==> src/rtl/branch_resolve_ctrl.sv <==
// -----------------------------------------------------------------------------
// branch_resolve_ctrl
//
// Decode-stage branch sequencer for a 5-stage MIPS pipeline. Each cycle it
// looks at the branch in D. It either stalls F/D while a needed operand is
// still in flight, or it resolves the branch. On resolve it evaluates the
// branch condition, drives the NPC redirect and target, and arms the
// delay-slot flag. Saturating counters track branches, taken branches and
// operand-wait stall cycles.
//
// Ports:
//   clk            system clock
//   reset          synchronous, active-high reset
//   d_valid        D stage holds a valid instruction
//   ext_stall      pipeline frozen by another hazard (D does not advance)
//   br_op[2:0]     0 none, 1 BEQ, 2 BNE, 3 BLEZ, 4 BGTZ, 5 BLTZ, 6 BGEZ,
//                  7 illegal
//   rs_val/rt_val  forwarded operand values
//   rs_ready       rs_val is final this cycle
//   rt_ready       rt_val is final this cycle
//   pc_d           PC of the D instruction
//   imm16          branch offset field
//   br_stall       stall request to F/D
//   take           redirect NPC to target (meaningful in the resolve cycle)
//   target         branch target (0 when D holds no branch)
//   resolved       one-cycle pulse: branch decided
//   in_delay_slot  the current D instruction is a delay slot
//   err_illegal    sticky: br_op==7 seen with d_valid
//   cnt_br         resolved branches (saturating)
//   cnt_taken      taken branches (saturating)
//   cnt_wait       cycles spent in br_stall (saturating)
// -----------------------------------------------------------------------------
module branch_resolve_ctrl #(
    parameter int CNT_W = 32
) (
    input  logic             clk,
    input  logic             reset,
    input  logic             d_valid,
    input  logic             ext_stall,
    input  logic [2:0]       br_op,
    input  logic [31:0]      rs_val,
    input  logic [31:0]      rt_val,
    input  logic             rs_ready,
    input  logic             rt_ready,
    input  logic [31:0]      pc_d,
    input  logic [15:0]      imm16,
    output logic             br_stall,
    output logic             take,
    output logic [31:0]      target,
    output logic             resolved,
    output logic             in_delay_slot,
    output logic             err_illegal,
    output logic [CNT_W-1:0] cnt_br,
    output logic [CNT_W-1:0] cnt_taken,
    output logic [CNT_W-1:0] cnt_wait
);

    typedef enum logic {
        ST_IDLE = 1'b0,
        ST_WAIT = 1'b1
    } state_t;

    localparam logic [2:0] OP_BEQ  = 3'd1;
    localparam logic [2:0] OP_BNE  = 3'd2;
    localparam logic [2:0] OP_BLEZ = 3'd3;
    localparam logic [2:0] OP_BGTZ = 3'd4;
    localparam logic [2:0] OP_BLTZ = 3'd5;
    localparam logic [2:0] OP_BGEZ = 3'd6;
    localparam logic [2:0] OP_ILL  = 3'd7;

    localparam logic [CNT_W-1:0] CNT_ONE = 1;
    localparam logic [CNT_W-1:0] CNT_MAX = '1;

    state_t            r_state;
    state_t            w_state_next;
    logic              r_in_delay_slot;
    logic              r_err_illegal;
    logic [CNT_W-1:0]  r_cnt_br;
    logic [CNT_W-1:0]  r_cnt_taken;
    logic [CNT_W-1:0]  r_cnt_wait;

    logic              w_is_br;
    logic              w_need_rt;
    logic              w_ops_ok;
    logic              w_cmp;
    logic signed [31:0] w_rs_s;
    logic [31:0]       w_offset;
    logic [31:0]       w_target_calc;

    // ------------------------------------------------------------------
    // Branch detection, operand readiness, condition and target
    // ------------------------------------------------------------------
    assign w_is_br   = d_valid && (br_op != 3'd0) && (br_op != OP_ILL);
    // Only the two-register compares wait on rt; the zero-compares ignore it.
    assign w_need_rt = (br_op == OP_BEQ) || (br_op == OP_BNE);
    assign w_ops_ok  = rs_ready && (rt_ready || !w_need_rt);

    assign w_rs_s        = $signed(rs_val);
    assign w_offset      = {{14{imm16[15]}}, imm16, 2'b00};
    assign w_target_calc = pc_d + 32'd4 + w_offset;

    always_comb begin
        // NOTE: every variable assigned in always_comb gets a default first so
        // no path leaves it unassigned, which would infer a latch.
        w_cmp = 1'b0;
        case (br_op)
            OP_BEQ:  w_cmp = (rs_val == rt_val);
            OP_BNE:  w_cmp = (rs_val != rt_val);
            OP_BLEZ: w_cmp = (w_rs_s <= 32'sd0);
            OP_BGTZ: w_cmp = (w_rs_s >  32'sd0);
            OP_BLTZ: w_cmp = (w_rs_s <  32'sd0);
            OP_BGEZ: w_cmp = (w_rs_s >= 32'sd0);
            default: w_cmp = 1'b0;
        endcase
    end

    // ------------------------------------------------------------------
    // FSM: next state and combinational strobes
    // ------------------------------------------------------------------
    always_comb begin
        w_state_next = r_state;
        br_stall     = 1'b0;
        resolved     = 1'b0;
        take         = 1'b0;
        target       = 32'd0;

        if (!reset) begin
            if (w_is_br) begin
                target = w_target_calc;
            end

            case (r_state)
                ST_IDLE: begin
                    if (w_is_br) begin
                        if (!w_ops_ok) begin
                            br_stall = 1'b1;
                            // A frozen pipeline holds the FSM where it is.
                            if (!ext_stall) begin
                                w_state_next = ST_WAIT;
                            end
                        end else if (!ext_stall) begin
                            // Zero-latency resolve: operands already final.
                            resolved = 1'b1;
                            take     = w_cmp;
                        end
                    end
                end

                ST_WAIT: begin
                    if (!w_is_br) begin
                        // The waiting branch was flushed out of D.
                        w_state_next = ST_IDLE;
                    end else if (!w_ops_ok) begin
                        br_stall = 1'b1;
                    end else if (!ext_stall) begin
                        resolved     = 1'b1;
                        take         = w_cmp;
                        w_state_next = ST_IDLE;
                    end
                end

                default: w_state_next = ST_IDLE;
            endcase
        end
    end

    // ------------------------------------------------------------------
    // State, delay slot, sticky error and saturating counters
    // ------------------------------------------------------------------
    always_ff @(posedge clk) begin
        // NOTE: sequential state uses non-blocking assignments so every
        // register samples the pre-edge values, independent of statement order.
        if (reset) begin
            r_state         <= ST_IDLE;
            r_in_delay_slot <= 1'b0;
            r_err_illegal   <= 1'b0;
            r_cnt_br        <= '0;
            r_cnt_taken     <= '0;
            r_cnt_wait      <= '0;
        end else begin
            r_state <= w_state_next;

            // The slot instruction enters D on the edge after a resolve and
            // leaves on the first edge where D is free to advance.
            if (resolved) begin
                r_in_delay_slot <= 1'b1;
            end else if (!ext_stall && !br_stall) begin
                r_in_delay_slot <= 1'b0;
            end

            if (d_valid && (br_op == OP_ILL)) begin
                r_err_illegal <= 1'b1;
            end

            if (resolved && (r_cnt_br != CNT_MAX)) begin
                r_cnt_br <= r_cnt_br + CNT_ONE;
            end
            if (resolved && take && (r_cnt_taken != CNT_MAX)) begin
                r_cnt_taken <= r_cnt_taken + CNT_ONE;
            end
            if (br_stall && (r_cnt_wait != CNT_MAX)) begin
                r_cnt_wait <= r_cnt_wait + CNT_ONE;
            end
        end
    end

    assign in_delay_slot = r_in_delay_slot;
    assign err_illegal   = r_err_illegal;
    assign cnt_br        = r_cnt_br;
    assign cnt_taken     = r_cnt_taken;
    assign cnt_wait      = r_cnt_wait;

endmodule

==> config.mk <==
export PLATFORM = sky130hd
export DESIGN_NAME = branch_resolve_ctrl
export DESIGN_NICKNAME = d
export VERILOG_FILES = /design/src/rtl/branch_resolve_ctrl.sv
export SDC_FILE = /design/constraint.sdc
export NUM_CORES = 1
export LEC_CHECK = 0
export CAP_MARGIN = 30
export CELL_PAD_IN_SITES_DETAIL_PLACEMENT = 0
export CELL_PAD_IN_SITES_GLOBAL_PLACEMENT = 2
export CORE_UTILIZATION = 23
export CTS_BUF_LIST = sky130_fd_sc_hd__clkbuf_8
export CTS_CLUSTER_SIZE = 24
export DETAILED_ROUTE_END_ITERATION = 16
export PLACE_DENSITY_LB_ADDON = 0.1
export SLEW_MARGIN = 20
export SYNTH_ARGS = -nofsm -noshare
export SYNTH_HDL_FRONTEND = slang
export SYNTH_SLANG_ARGS = --single-unit
==> constraint.sdc <==
create_clock -name clk -period 5.5 [get_ports clk]
set_input_delay 1.65 -clock clk [delete_from_list [all_inputs] [get_ports clk]]
set_output_delay 1.65 -clock clk [all_outputs]
set_load 0.01 [all_outputs]
Yosys cells after proc, flatten, opt, wreduce, memory -nomap -nowiden
Index checks and enable logic that the tools add are counted.
Word-level totals
  output and inout port bits: 133
  register bits after elaboration: 98
  word-level logic and storage cells: 59
  input bits: 121
Cells by class
  multiplexer cells: 16
  reductions and logical operators: 16
  equal/unequal tests: 13
  add/subtract/negate cells: 5
  order comparisons: 4
Operator list (number)
  32-bit by 1-bit adder with 32-bit output, second input constant: 3
  32-bit inequality test, second input constant: 3
  32-bit 2-to-1 mux: 2
  32-bit by 3-bit adder with 32-bit output, second input constant: 1
  32-bit adder: 1
  32-bit == test: 1
  32-bit by 1-bit >= comparator with 1-bit output, second input constant: 1
  32-bit by 1-bit greater-than comparator with 1-bit output, second input constant: 1
  32-bit by 1-bit less-or-equal comparator with 1-bit output, second input constant: 1
  32-bit by 1-bit less-than comparator with 1-bit output, second input constant: 1
  32-bit inequality test: 1
  1-bit 2-to-1 mux: 13
  3-bit == test, second input constant: 4
  1-bit logical AND: 9
  3-bit by 2-bit == test with 1-bit output, second input constant: 2
  1-bit case mux with 6 select lines: 1
  3-bit by 1-bit == test with 1-bit output, second input constant: 1
  1-bit zero test: 3
  3-bit inequality test, second input constant: 1
  3-bit nonzero test: 1
  1-bit logical OR: 2
  2-bit nonzero test: 1

Logic depth before layout (Yosys ltp)
Gate-level depths: netlist of run 1.
  word-level depth: 12
  mapped depth: 14
  depth with buffers taken out: 14

Worst setup path after synthesis of run 1
Ideal clock, no wire load.
  kind: in2out
  from: input port pc_d[3]
  to: output port target[29]
  buffers on the path: 0
  data required time: 3.850 ns
  path slack: -0.256 ns
  arrival: 4.106 ns
  cell stages on the path: 12
  cell sequence: ha_1 ha_1 inv_1 fa_1 nor2b_1 o21a_1 o21ai_0 a211oi_1 a211oi_1 o31ai_1 mux2i_1 or3_1
Between the ends
  cells in the longest elaborated chain, start to end: 4
Ends and longest elaborated chain
  start: declaration: line 45  | input logic [31:0] pc_d,
  32-bit by 3-bit adder with 32-bit output: line 100  | assign w_target_calc = pc_d + 32'd4 + w_offset;
  32-bit adder: line 100
  32-bit 2-to-1 mux: line 128  | if (w_is_br) begin
  32-bit 2-to-1 mux: line 127  | if (!reset) begin
  end: declaration: line 49  | output logic [31:0] target,
No other way between the ends.

Worst setup path in the final report of run 1
  from: input port imm16[1]
  to: output port target[29]
Between the ends
  cells in the longest elaborated chain, start to end: 3
Ends and longest elaborated chain
  start: declaration: line 46  | input logic [15:0] imm16,
  32-bit adder: line 100
  32-bit 2-to-1 mux: line 128
  32-bit 2-to-1 mux: line 127
No other way between the ends.

==> metrics, run 1 <==
failing checks=setup timing; Sw Share=30.65%; clk slew on worst S/H paths=0.10 ns; htree depth=3; syn nets=1093; root buf cell=clkbuf_8; Post-synth EDFFs=0; Yosys reg bits=98; first-pass GRT wire length=42000 um; fmax=174.3 MHz; largest net degree at the start of global routing=59; HPWL Detailed=20560 um; drt pass-1 iters=4; Final period util=104.3%; Comb power frac=37.1%; Num Clock Sinks=98; non-filler cells, final=1696; Main synth FF type=dfxtp_1; Arrival @ worst endpoint=4.09 ns; DR DRC count=0; R2R Path End=cnt_taken[27]; Die Y=178.3 um; Antenna Nets Post-Route=0; worst setup margin=-0.2356 ns; die area=0.03178 mm^2; R2R Setup Slk=2.06 ns; Boundary Pins=254; Internal Power=1.438 mW; Port Buf Inserts=253; GR Overflow Total=0; share of cells above drive strength 1=26.92%; synth warn=0; Placed Area=0.01102 mm^2; hold_sp=in_delay_slot; Std-Cell Rows=64; Die W=178.3 um; Avg Cell Area, Syn=7.844 um^2; Vias/cell=4.657; per-cell routed wire length=15.93 um; sequential-to-total area share from yosys stat=27.46%; # setup viols final=15; worst-skew pair later-pin latency=0.39 ns; Unique masters post-synth=57; Sw Pwr=0.6357 mW; kind of critical path=in2out; max_cap viols=0; initial antenna violation count=0; worst vdd ir=0.1172 mV; Post-Route WL=27020 um; TritonCTS Buffers=9; DR iter-0 viols=300; CTS tree=yes; Critical Path Fanout Max=3; skew final=0.01410 ns; vias in the first global route=7775; CTS max path bufs=2; Max Transition Viols Final=0; unrepaired setup endpoints after global routing=true; Hold Crit Class=reg2reg; sequential share of power=34.4%; WP data required=3.85 ns; nets=1477; post-cts hold buffer count=0; final count of hold timing violations=0; FFs w/ async S/R, synth=0%; status=finished with violations; Worst slew margin=53.17%; core area=0.03059 mm^2; Layout area overhead=72.39%; min Tclk post-route=5.736 ns; starting density of the core=23.36%; Final Total Pwr=2.074 mW; synthesized cell area=0.007146 mm^2; hold endpoint=in_delay_slot; Clk pwr share=28.5%; Power Density=168.4 mW/mm^2; Cells after Synth=911; Leakage=4.571 nW; worst slew pin tran=0.6960 ns; Hold Path Depth=2; Reg2Reg Depth=8; Ant. Diodes=0; Finished Cell Area=0.01232 mm^2; placed cell count=1655; All-Layer GR Usage=16.91%; r2r startpoint=cnt_taken[2]; Startpoint Class=input port; critical path capture point type=output pin; DR vias=7898; gpl congestion=0.8097
## metrics by stage
step	setup TNS [ns]	hold slack (ns)	utilization, %	worst slack, ns
after CTS	-2.110	0.4811	39.92	-0.2829
after global placement	-23.78	0.4500	36.04	-1.192
final	-1.843	0.4777	40.27	-0.2356
after floorplan	0	0.4843	-	0.001318
after detailed placement	-24.27	0.4664	36.04	-1.192
after global routing	-3.735	0.4926	40.27	-0.3786
## synthesized netlist by cell type (3+ instances only)
| library cell | instances | area [um^2] |
|---|---|---|
| xnor2_1 | 52 | 455.4 |
| a31o_2 | 4 | 35.03 |
| a31oi_1 | 4 | 25.02 |
| nor4_1 | 31 | 193.9 |
| mux2_2 | 7 | 78.83 |
| and4_1 | 15 | 131.4 |
| or2_2 | 4 | 25.02 |
| nand4b_1 | 3 | 26.28 |
| and2_1 | 11 | 68.82 |
| o31ai_1 | 3 | 22.52 |
| xor2_1 | 60 | 525.5 |
| ha_1 | 60 | 750.7 |
| and3_1 | 11 | 68.82 |
| nand3b_1 | 3 | 22.52 |
| mux2i_1 | 4 | 40.04 |
| or3b_1 | 5 | 43.79 |
| a21o_1 | 7 | 52.55 |
| o41ai_1 | 5 | 43.79 |
| or3_1 | 19 | 118.9 |
| o21ai_0 | 33 | 165.2 |
| a211oi_1 | 8 | 60.06 |
| nand3_1 | 32 | 160.2 |
| dfxtp_1 | 98 | 1962 |
| nand2b_1 | 8 | 50.05 |
| nor3_1 | 28 | 140.1 |
| a21oi_1 | 52 | 260.3 |
| nor4b_1 | 5 | 43.79 |
| nand4_1 | 33 | 206.5 |
| or4_1 | 3 | 22.52 |
| o211ai_1 | 4 | 30.03 |
| buf_1 | 3 | 11.26 |
| nand2_1 | 64 | 240.2 |
| o21a_1 | 3 | 22.52 |
| clkbuf_1 | 24 | 90.09 |
| o21bai_1 | 3 | 22.52 |
| inv_1 | 32 | 120.1 |
| nor2b_1 | 12 | 75.07 |
| nor2_1 | 136 | 510.5 |
## repair_timing
item / 4_1_cts / 5_1_grt
gates resized for setup: 312 / 77
pin swaps: 78 / 60
buffers inserted: 25 / 9
endpoints found under the setup margin: 27 / 26
## metal layers
metal | track usage, % | vias up | wire [um] | part of all wire [%]
li1 | - | 4026 | - | -
met2 | 29.69 | 146 | 13280 | 49
met5 | 0 | - | 0 | 0
met4 | 4.131 | 0 | 352 | 1.3
met3 | 3.346 | 22 | 1386 | 5.1
met1 | 21.02 | 3704 | 12000 | 44
## layout by cell type (no fill, tap or decap), types with 8 or more instances in the layout
cell             netlist  final
buf_6                  0     18
inv_1                 32     27
o21ai_2                0      8
nor2_1               136    131
nand2_1               64     62
dfxtp_1               98     98
nor2b_1               12     10
clkdlybuf4s50_1        0    188
buf_4                  0    137
a21oi_2                0      8
o21ai_0               33     20
or3_1                 19     17
ha_4                   0     40
and4_1                15     15
a21oi_1               52     39
nand2b_1               8      8
nor3_1                28     19
xnor2_1               52     51
nand4_1               33     33
nand3_1               32     26
nor4_1                31     24
clkbuf_8               0      9
buf_2                  2     24
and2_1                11     11
clkbuf_2               0     16
xor2_1                60     60
and3_1                11     11
ha_1                  60     19
## cell families (layout without fill, tap and decap cells)
logic type                 Yosys count  after routing  synth area share [%]
DFF                                 98             98                 27.46
adders and majority gates           61             61                 10.79
and+or+nand+nor                    431            431                 31.29
xor gates and xnor gates           112            112                 13.73
buffers and inverters               61            450                 3.239
AOI/OAI and AO/OA                  137            137                 11.84
muxes                               11             11                 1.664
## power by group through the flow
stage / Combinational [mW] / Clock (mW) / Sequential [mW]
2_1_floorplan: 0.265 / 0 / 0.729
3_3_place_gp: 0.606 / 0 / 0.729
3_5_place_dp: 0.602 / 0 / 0.729
4_1_cts: 0.751 / 0.620 / 0.713
5_1_grt: 0.839 / 0.640 / 0.713
6_report: 0.770 / 0.591 / 0.712
## worst max path at each step
stage	slack [ns]	start	endpoint
after detailed placement	-1.19	imm16[15]	target[30]
after global routing	-0.38	imm16[1]	target[27]
after floorplan	0.001	pc_d[3]	target[29]
after global placement	-1.19	imm16[15]	target[30]
final	-0.24	imm16[1]	target[29]
after CTS	-0.28	imm16[1]	target[29]
## final cells by class
cell class / count / area (um^2)
Clock buffer: 9 / 123.9
Multi-Input combinational cell: 752 / 5973
Timing Repair Buffer: 402 / 3525
Sequential cell: 98 / 1962
Fill cell: 3131 / 18270
Inverter: 32 / 122.6
Clock inverter: 7 / 116.4
Tap cell: 396 / 495.5
## sequential cells by signal, indices dropped and copies added, names as in the netlist
signal and cells:
cnt_taken 32, in_delay_slot 1, cnt_wait 32, err_illegal 1, cnt_br 32
## worst max-delay path, cell delays in order
cell and delay, ns:
buf_6 0.09, ha_4 0.26, ha_4 0.13, inv_2 0.04, fa_2 0.34, nor2b_2 0.13
o21a_1 0.18, o21ai_2 0.07, a211oi_2 0.28, a211oi_4 0.09, o31ai_4 0.22, mux2i_1 0.11
or3_4 0.32, buf_2 0.15
No activity file was read; power rests on OpenSTA's default activity.
==> run 2: changes to the inputs <==
--- a/config.mk
+++ b/config.mk
@@ -8,7 +8,7 @@
 export CAP_MARGIN = 30
 export CELL_PAD_IN_SITES_DETAIL_PLACEMENT = 0
 export CELL_PAD_IN_SITES_GLOBAL_PLACEMENT = 2
-export CORE_UTILIZATION = 23
+export CORE_UTILIZATION = 26
 export CTS_BUF_LIST = sky130_fd_sc_hd__clkbuf_8
 export CTS_CLUSTER_SIZE = 24
 export DETAILED_ROUTE_END_ITERATION = 16
==> constraint.sdc (replaced) <==
create_clock -name clk -period 5.3 [get_ports clk]
set_input_delay 1.59 -clock clk [delete_from_list [all_inputs] [get_ports clk]]
set_output_delay 1.59 -clock clk [all_outputs]
set_load 0.01 [all_outputs]
==> run 2 against run 1 <==
Effect of this change: highest routed layer unchanged; total power up 1.4%; first-iteration DRC count up 3.0%; the run still ends with setup timing left; worst setup slack worse by 0.27 ns; clock skew up 0.0066 ns; sequential share of layout area about the same.
==> metrics, run 2 (synthesis gave the netlist of run 1 again) <==
clk slew on worst S/H paths=0.10 ns; Max Transition Viols Final=0; nets=1475; filler instances=2675; initial antenna violation count=5; share of cells above drive strength 1=27.66%; Layout area overhead=72.84%; worst setup margin=-0.5076 ns; drt pass-1 iters=4; r2r startpoint=cnt_taken[2]; hold endpoint=in_delay_slot; post-cts hold buffer count=0; status=finished with violations; root buf cell=clkbuf_8; WP data required=3.71 ns; per-cell routed wire length=15.99 um; Boundary Pins=254; Port Buf Inserts=253; Critical Path Fanout Max=3; R2R Path End=cnt_taken[31]; first-pass GRT wire length=42010 um; pre-CTS WS=-1.315 ns; commonest non-fill, non-tap cells in the layout=174 x clkdlybuf4s50_1, 129 x nor2_1, 126 x buf_4; Hold Path Depth=2; min Tclk post-route=5.808 ns; Num Clock Sinks=98; final count of hold timing violations=0; worst slew pin tran=0.7715 ns; Worst slew margin=48.56%; htree depth=3; Startpoint Class=input port; TritonCTS Buffers=9; DR DRC count=0; fmax=172.2 MHz; hold_sp=in_delay_slot; kind of critical path=in2out; starting density of the core=26.51%; max_cap viols=0; critical path capture point type=output pin; CP Cell Sequence=buf_6 -> ha_4 -> ha_4 -> inv_2 -> fa_2 -> nor2b_2 -> o21a_1 -> o21ai_2 -> a211oi_2 -> a211oi_4 -> o31ai_4 -> buf_4 -> mux2i_1 -> or3_4 -> buf_6; # setup viols final=17; Hold Crit Class=reg2reg; Antenna Nets Post-Route=0; worst vdd ir=0.1003 mV; core area=0.02695 mm^2; failing checks=setup timing; CP peak stage delay=0.39 ns; vias in the first global route=7949; commonest non-fill, non-tap cell in the layout=clkdlybuf4s50_1; All-Layer GR Usage=18.57%; Final period util=109.6%; unrepaired setup endpoints after global routing=true; GR Overflow Total=0; gpl congestion=0.8494; Die Y=167.8 um; skew final=0.02074 ns; HPWL Detailed=19600 um; area of the multi-input gates=0.006038 mm^2; non-filler cells, final=1644; storage element area=0.001962 mm^2; placed cell count=1589; Std-Cell Rows=60; Vias/cell=4.780; Arrival @ worst endpoint=4.22 ns; Leakage=4.693 nW; R2R Setup Slk=1.94 ns; Post-Route WL=26290 um; CP max stage cell=fa_2; CTS tree=yes; Die W=167.8 um; DR iter-0 viols=309; DR vias=7858; largest net degree at the start of global routing=71; Reg2Reg Depth=8; die area=0.02815 mm^2; worst-skew pair later-pin latency=0.40 ns; Power Density=170.2 mW/mm^2; CTS max path bufs=2
[run 2: repair_timing]
action,4_1_cts,5_1_grt
endpoints found under the setup margin,29,27
setup buffers,33,8
pin swaps,90,81
gates resized for setup,317,92
[run 2: metrics by stage]
step / area, um^2 / total power, mW / hold WS, ns / TNS (ns) / utilization, %
CTS: 12110 / 2.083 / 0.4754 / -3.678 / 44.94
finish: 12350 / 2.102 / 0.4696 / -3.718 / 45.83
floorplan: 7206 / 1.035 / 0.4843 / -0.04518 / -
detailed placement: 10900 / 1.365 / 0.4560 / -26.68 / 40.46
global placement: 10900 / 1.371 / 0.4546 / -27.18 / 40.46
global route: 12350 / 2.227 / 0.5134 / -6.069 / 45.83
[run 2: layout make-up]
| cell class | instances | area share, % |
|---|---|---|
| repair buffers | 400 | 28.93 |
| diodes | 5 | 0.1013 |
| clock inverters | 7 | 0.7598 |
| inverters | 32 | 0.9725 |
| clock buffers | 9 | 1.003 |
| flip-flops and latches | 98 | 15.88 |
| well taps | 341 | 3.455 |
| multi-input cells | 752 | 48.89 |
[run 2: worst max-delay path by stage]
stage,start,to,slack (ns),cells past startpoint
floorplan,imm16[1],target[29],-0.04,12
global placement,imm16[15],target[30],-1.28,13
detailed placement,imm16[15],target[31],-1.31,13
CTS,pc_d[3],target[29],-0.57,16
global route,pc_d[2],target[29],-0.64,17
finish,imm16[1],target[29],-0.51,15
[run 2: critical path, delay by kind of cell]
kind,cells,cell delay (ns)
AND/OR/NAND/NOR,2,0.46
adder cells (fa/ha/maj),3,0.79
AO/OA/AOI/OAI,5,0.91
multiplexers,1,0.06
buffers and inverters,4,0.42
[run 2: layer usage]
| layer | up-vias | share of wire (%) | track usage, % |
|---|---|---|---|
| met5 | - | 0 | 0 |
| met4 | 0 | 2.2 | 6.342 |
| met3 | 38 | 5.0 | 4.231 |
| met2 | 192 | 47 | 30.85 |
| met1 | 3603 | 46 | 23.57 |
| li1 | 4025 | - | - |
[run 2: report_power, final]
part | switching, mW | internal, mW | total, mW | leakage (nW)
clock | 0.313 | 0.231 | 0.545 | 0.107
combinational | 0.368 | 0.450 | 0.818 | 3.80
sequential | 0.00180 | 0.738 | 0.739 | 0.789
==> run 3: changes to the inputs <==
==> config.mk (replaced) <==
export PLATFORM = sky130hd
export DESIGN_NAME = branch_resolve_ctrl
export DESIGN_NICKNAME = d
export VERILOG_FILES = /design/src/rtl/branch_resolve_ctrl.sv
export SDC_FILE = /design/constraint.sdc
export NUM_CORES = 1
export LEC_CHECK = 0
export CAP_MARGIN = 30
export CORE_UTILIZATION = 46
export CTS_CLUSTER_SIZE = 24
export DETAILED_ROUTE_END_ITERATION = 16
export PLACE_DENSITY = 0.82
export SLEW_MARGIN = 20
export SYNTH_ARGS = -nofsm -noshare
export SYNTH_HDL_FRONTEND = slang
export SYNTH_SLANG_ARGS = --single-unit
==> run 3 against run 2 <==
Effect of this change: the run still ends with setup timing left; critical path depth decreased by 2; register-to-register slack got worse by 0.03 ns; sequential share of layout area increased by 0.22 points; via count increased by 12%; core utilization increased by 34 points; critical path type unchanged; largest cell class unchanged.
==> metrics, run 3 (synthesis gave the netlist of run 1 again) <==
worst vdd ir=0.1679 mV; status=finished with violations; Port Buf Inserts=253; per-cell routed wire length=19.46 um; Placed Area=0.01076 mm^2; Critical Path Fanout Max=3; DR DRC count=0; CTS max path bufs=2; Finished Cell Area=0.01218 mm^2; TritonCTS Buffers=9; CP peak stage delay=0.39 ns; Vias/cell=5.924; # setup viols final=23; Comb power frac=39.0%; Max Transition Viols Final=0; Hold Crit Class=reg2reg; nets=1471; Final period util=111.6%; Boundary Pins=254; Die Y=126.6 um; critical path capture point type=output pin; r2r startpoint=cnt_taken[2]; pre-CTS WS=-1.239 ns; worst setup margin=-0.6125 ns; setup TNS=-7.737 ns; Power Density=184.8 mW/mm^2; clk slew on worst S/H paths=0.07 ns; WP data required=3.71 ns; skew final=0.009562 ns; final count of hold timing violations=0; drt pass-1 iters=6; share of cells above drive strength 1=28.52%; Num Clock Sinks=98; first-pass GRT wire length=41860 um; Worst Setup EP=target[29]; starting density of the core=47.00%; Sw Share=32.77%; non-filler cells, final=1483; failing checks=setup timing; core area=0.01520 mm^2; unrepaired setup endpoints after global routing=true; Std-Cell Rows=45; initial antenna violation count=0; GR Overflow Total=0; kind of critical path=in2out; commonest non-fill, non-tap cells in the layout=184 x clkdlybuf4s50_1, 129 x nor2_1, 127 x buf_4; CP max stage cell=a211oi_2; CP startpoint=pc_d[14]; DR vias=8785; HPWL Detailed=17990 um; Arrival @ worst endpoint=4.32 ns; vias in the first global route=8366; CTS tree=yes; fmax=169.1 MHz; placed cell count=1440; DR iter-0 viols=818; Worst slew margin=40.32%; Post-Route WL=28850 um; htree depth=3; worst slew pin tran=0.8953 ns; min Tclk post-route=5.913 ns; R2R Setup Slk=1.91 ns; commonest non-fill, non-tap cell in the layout=clkdlybuf4s50_1; die area=0.01604 mm^2; Leakage=4.650 nW; CP Cell Sequence=clkbuf_2 -> ha_4 -> ha_4 -> a21oi_1 -> nor2b_1 -> o21ai_0 -> a21oi_1 -> a211oi_2 -> o31ai_2 -> buf_4 -> mux2i_1 -> or3_4 -> buf_6; post-cts hold buffer count=0; All-Layer GR Usage=32.37%; worst-skew pair later-pin latency=0.35 ns; Clk pwr share=28.2%; sequential share of power=32.8%; largest net degree at the start of global routing=91; root buf cell=clkbuf_16; Startpoint Class=input port; max_cap viols=0; Antenna Nets Post-Route=0; Sw Pwr=0.7377 mW; Layout area overhead=70.51%; Reg2Reg Depth=8; gpl congestion=0.9191; R2R Path End=cnt_taken[31]; Die W=126.6 um; Internal Power=1.513 mW
[run 3: final cells by class]
cell class              count  area (um^2)
repair buffers            396         3491
fillers                   887         3018
clock buffers               9        225.2
flip-flops and latches     98         1962
inverters                  32        120.1
well taps                 188        235.2
diodes                      1        2.502
clock inverters             7        62.56
multi-input cells         752         6086
[run 3: metal layers]
layer / up-vias / wire length [um] / track usage, %
li1: 4024 / - / -
met1: 4091 / 11200 / 38.14
met2: 490 / 13480 / 56.06
met3: 180 / 2507 / 6.706
met4: 0 / 1663 / 15.59
met5: - / 0 / 0
[run 3: worst min-delay path by stage]
stage / cells past startpoint / from / to
floorplan: 2 / in_delay_slot / in_delay_slot
global placement: 2 / err_illegal / err_illegal
detailed placement: 2 / in_delay_slot / in_delay_slot
CTS: 2 / in_delay_slot / in_delay_slot
global route: 2 / in_delay_slot / in_delay_slot
finish: 2 / in_delay_slot / in_delay_slot
[run 3: power groups by stage]
stage	clock network [mW]	logic (mW)	registers, mW
after floorplan	0	0.278	0.757
after global placement	0	0.590	0.756
after detailed placement	0	0.602	0.756
after CTS	0.639	0.729	0.739
after global routing	0.673	0.915	0.739
final	0.634	0.878	0.739
[run 3: metrics by stage]
stage | power, mW | utilization, % | hold slack, ns
3_3_place_gp | 1.346 | 70.75 | 0.4553
6_report | 2.251 | 80.15 | 0.4767
4_1_cts | 2.107 | 77.86 | 0.4823
5_1_grt | 2.328 | 80.13 | 0.5116
3_5_place_dp | 1.359 | 70.75 | 0.4710
2_1_floorplan | 1.035 | - | 0.4843
[run 3: what timing repair did]
| item | 4_1_cts | 5_1_grt |
|---|---|---|
| gates resized for setup | 337 | 91 |
| buffers inserted | 18 | 17 |
| setup endpoints to repair | 28 | 31 |
| pin swaps | 96 | 56 |
[run 3: critical path, delay by kind of cell]
| family | cells | cell delay [ns] |
|---|---|---|
| mux | 1 | 0.14 |
| simple gates | 2 | 0.45 |
| fa+ha+maj | 2 | 0.48 |
| buf+inv | 3 | 0.39 |
| compound gates | 5 | 1.25 |
==> patch (flow settings as in run 1) <==
The parameter `CNT_W` goes from 32 to 28.
--- a/src/rtl/branch_resolve_ctrl.sv
+++ b/src/rtl/branch_resolve_ctrl.sv
@@ -31,7 +31,7 @@
 //   cnt_wait       cycles spent in br_stall (saturating)
 // -----------------------------------------------------------------------------
 module branch_resolve_ctrl #(
-    parameter int CNT_W = 32
+    parameter int CNT_W = 28
 ) (
     input  logic             clk,
     input  logic             reset,
Interface: changed (resized cnt_br, cnt_taken and cnt_wait); port bits go from 254 to 242. No check against the original RTL was run, so the function may have changed too.
==> patch against run 1 <==
  * The flow still finishes with violations (setup timing)
  * Clock skew increased by 0.0024 ns
  * Hold slack got worse by 0.0062 ns
  * Design area decreased by 8.7%
  * Count of clock-buffer cells in the layout increased by 2
  * Largest cell class unchanged
  * Critical path type unchanged
  * Critical path depth unchanged
  * Total power decreased by 14%
  * Setup slack got worse by 0.16 ns
  * Wire length decreased by 10%
  * Sequential share of layout area decreased by 0.61 points
  * Area after synthesis decreased by 9.1%
  * Sequential cell count decreased by 12
  * Global-route usage decreased by 0.46 points
==> patch: results (changes against run 1) <==
| Metric | Value |
|---|---|
| Post-synthesis compound-gate area fraction | 13.1% (was 11.8%) |
| Detailed placement HPWL | 18300 um (was 20600 um) |
| Clock Skew | 0.0165 ns (was 0.0141 ns) |
| Post-synthesis adder-cell area fraction | 11.9% (was 10.8%) |
| Non-clk bufs | 364 (was 402) |
| Slowest-stage cell, CP | a2111o_1 (was fa_2) |
| Setup Buffers After CTS | 22 (was 25) |
| Number of global-route vias before repair | 7023 (was 7775) |
| Fill cells | 2906 (was 3131) |
| Iteration-0 DRC Markers | 228 (was 300) |
| Status | complete, but fails checks (unchanged) |
| Post-Layout Cell Count | 1547 (was 1696) |
| Clock Latency Late Sink | 0.37 ns (was 0.39 ns) |
| Setup TNS | -3.02 ns (was -1.84 ns) |
| Multiplexer share of the synthesized area | 1.27% (was 1.66%) |
| Clock-cell share of area | 1.71% (was 1.95%) |
| #MultiIn Comb | 672 (was 752) |
| Worst flop-to-flop path endpoint | cnt_br[5] (was cnt_taken[27]) |
| Yosys cell types | 59 (was 57) |
| DR vias | 7136 (was 7898) |
| Avg WL per Cell | 15.7 um (was 15.9 um) |
| Port-buffer cells | 241 (was 253) |
| Buffer share of cell area | 29.0% (was 28.6%) |
| Synth Instances | 817 (was 911) |
| Max FO, Critical Path | 2 (was 3) |
| Multi-input gate share of total cell area | 48.8% (was 48.5%) |
| Post-Synth XOR/XNOR Area | 13.6% (was 13.7%) |
| Post-CTS sizing | 303 (was 312) |
| Crit path launch | pc_d[3] (was imm16[1]) |
| Largest net degree at the start of global routing | 50 (was 59) |
| Violated checks | setup timing (unchanged) |
| Synth cell count leaders | 96 x nor2_1, 86 x dfxtp_1, 60 x ha_1, 56 x xor2_1, 51 x nand2_1 (was 136 x nor2_1, 98 x dfxtp_1, 64 x nand2_1, 60 x ha_1, 60 x xor2_1) |
| R2R Setup Slk | 2.44 ns (was 2.06 ns) |
| Worst EP arrival | 4.25 ns (was 4.09 ns) |
| Mapped cell area | 6500 um2 (was 7150 um2) |
| Final setup viols | 15 (unchanged) |
| P_sw | 0.569 mW (was 0.636 mW) |
| Worst VDD drop | 0.000119 V (was 0.000117 V) |
| Hold slack | 0.471 ns (was 0.478 ns) |
| NumNets Final | 1346 (was 1477) |
| First-pass GRT wire length | 38000 um (was 42000 um) |
| CP peak stage delay | 0.39 ns (was 0.34 ns) |
| Worst Setup EP | target[31] (was target[29]) |
| Post-route setup slack | -0.397 ns (was -0.236 ns) |
| Post-route cell area | 11200 um2 (was 12300 um2) |
-- patch: cell types whose count changed after synthesis, sizes merged, moves of 7 or more --
cell | before | now
and3 | 12 | 20
nor2 | 136 | 96
o21ai | 33 | 25
a21oi | 52 | 35
o21a | 3 | 12
dfxtp | 98 | 86
nand2 | 64 | 51
nand4 | 33 | 23
and4 | 15 | 6
xnor2 | 52 | 45
or4 | 4 | 11
nor3 | 28 | 46
-- patch: power by group through the flow --
stage	registers (mW)	clock network (mW)	logic, mW
4_1_cts	0.626	0.478	0.678
6_report	0.626	0.450	0.699
2_1_floorplan	0.640	0	0.251
3_5_place_dp	0.640	0	0.551
3_3_place_gp	0.640	0	0.556
5_1_grt	0.626	0.499	0.760
-- patch: metal layers --
metal	vias up	wire length, um	global-route usage (%)
met4	0	98	2.35
met1	3299	11700	22.1
met3	6	1510	3.72
met5	-	0	0
li1	3651	-	-
met2	180	11000	27.2
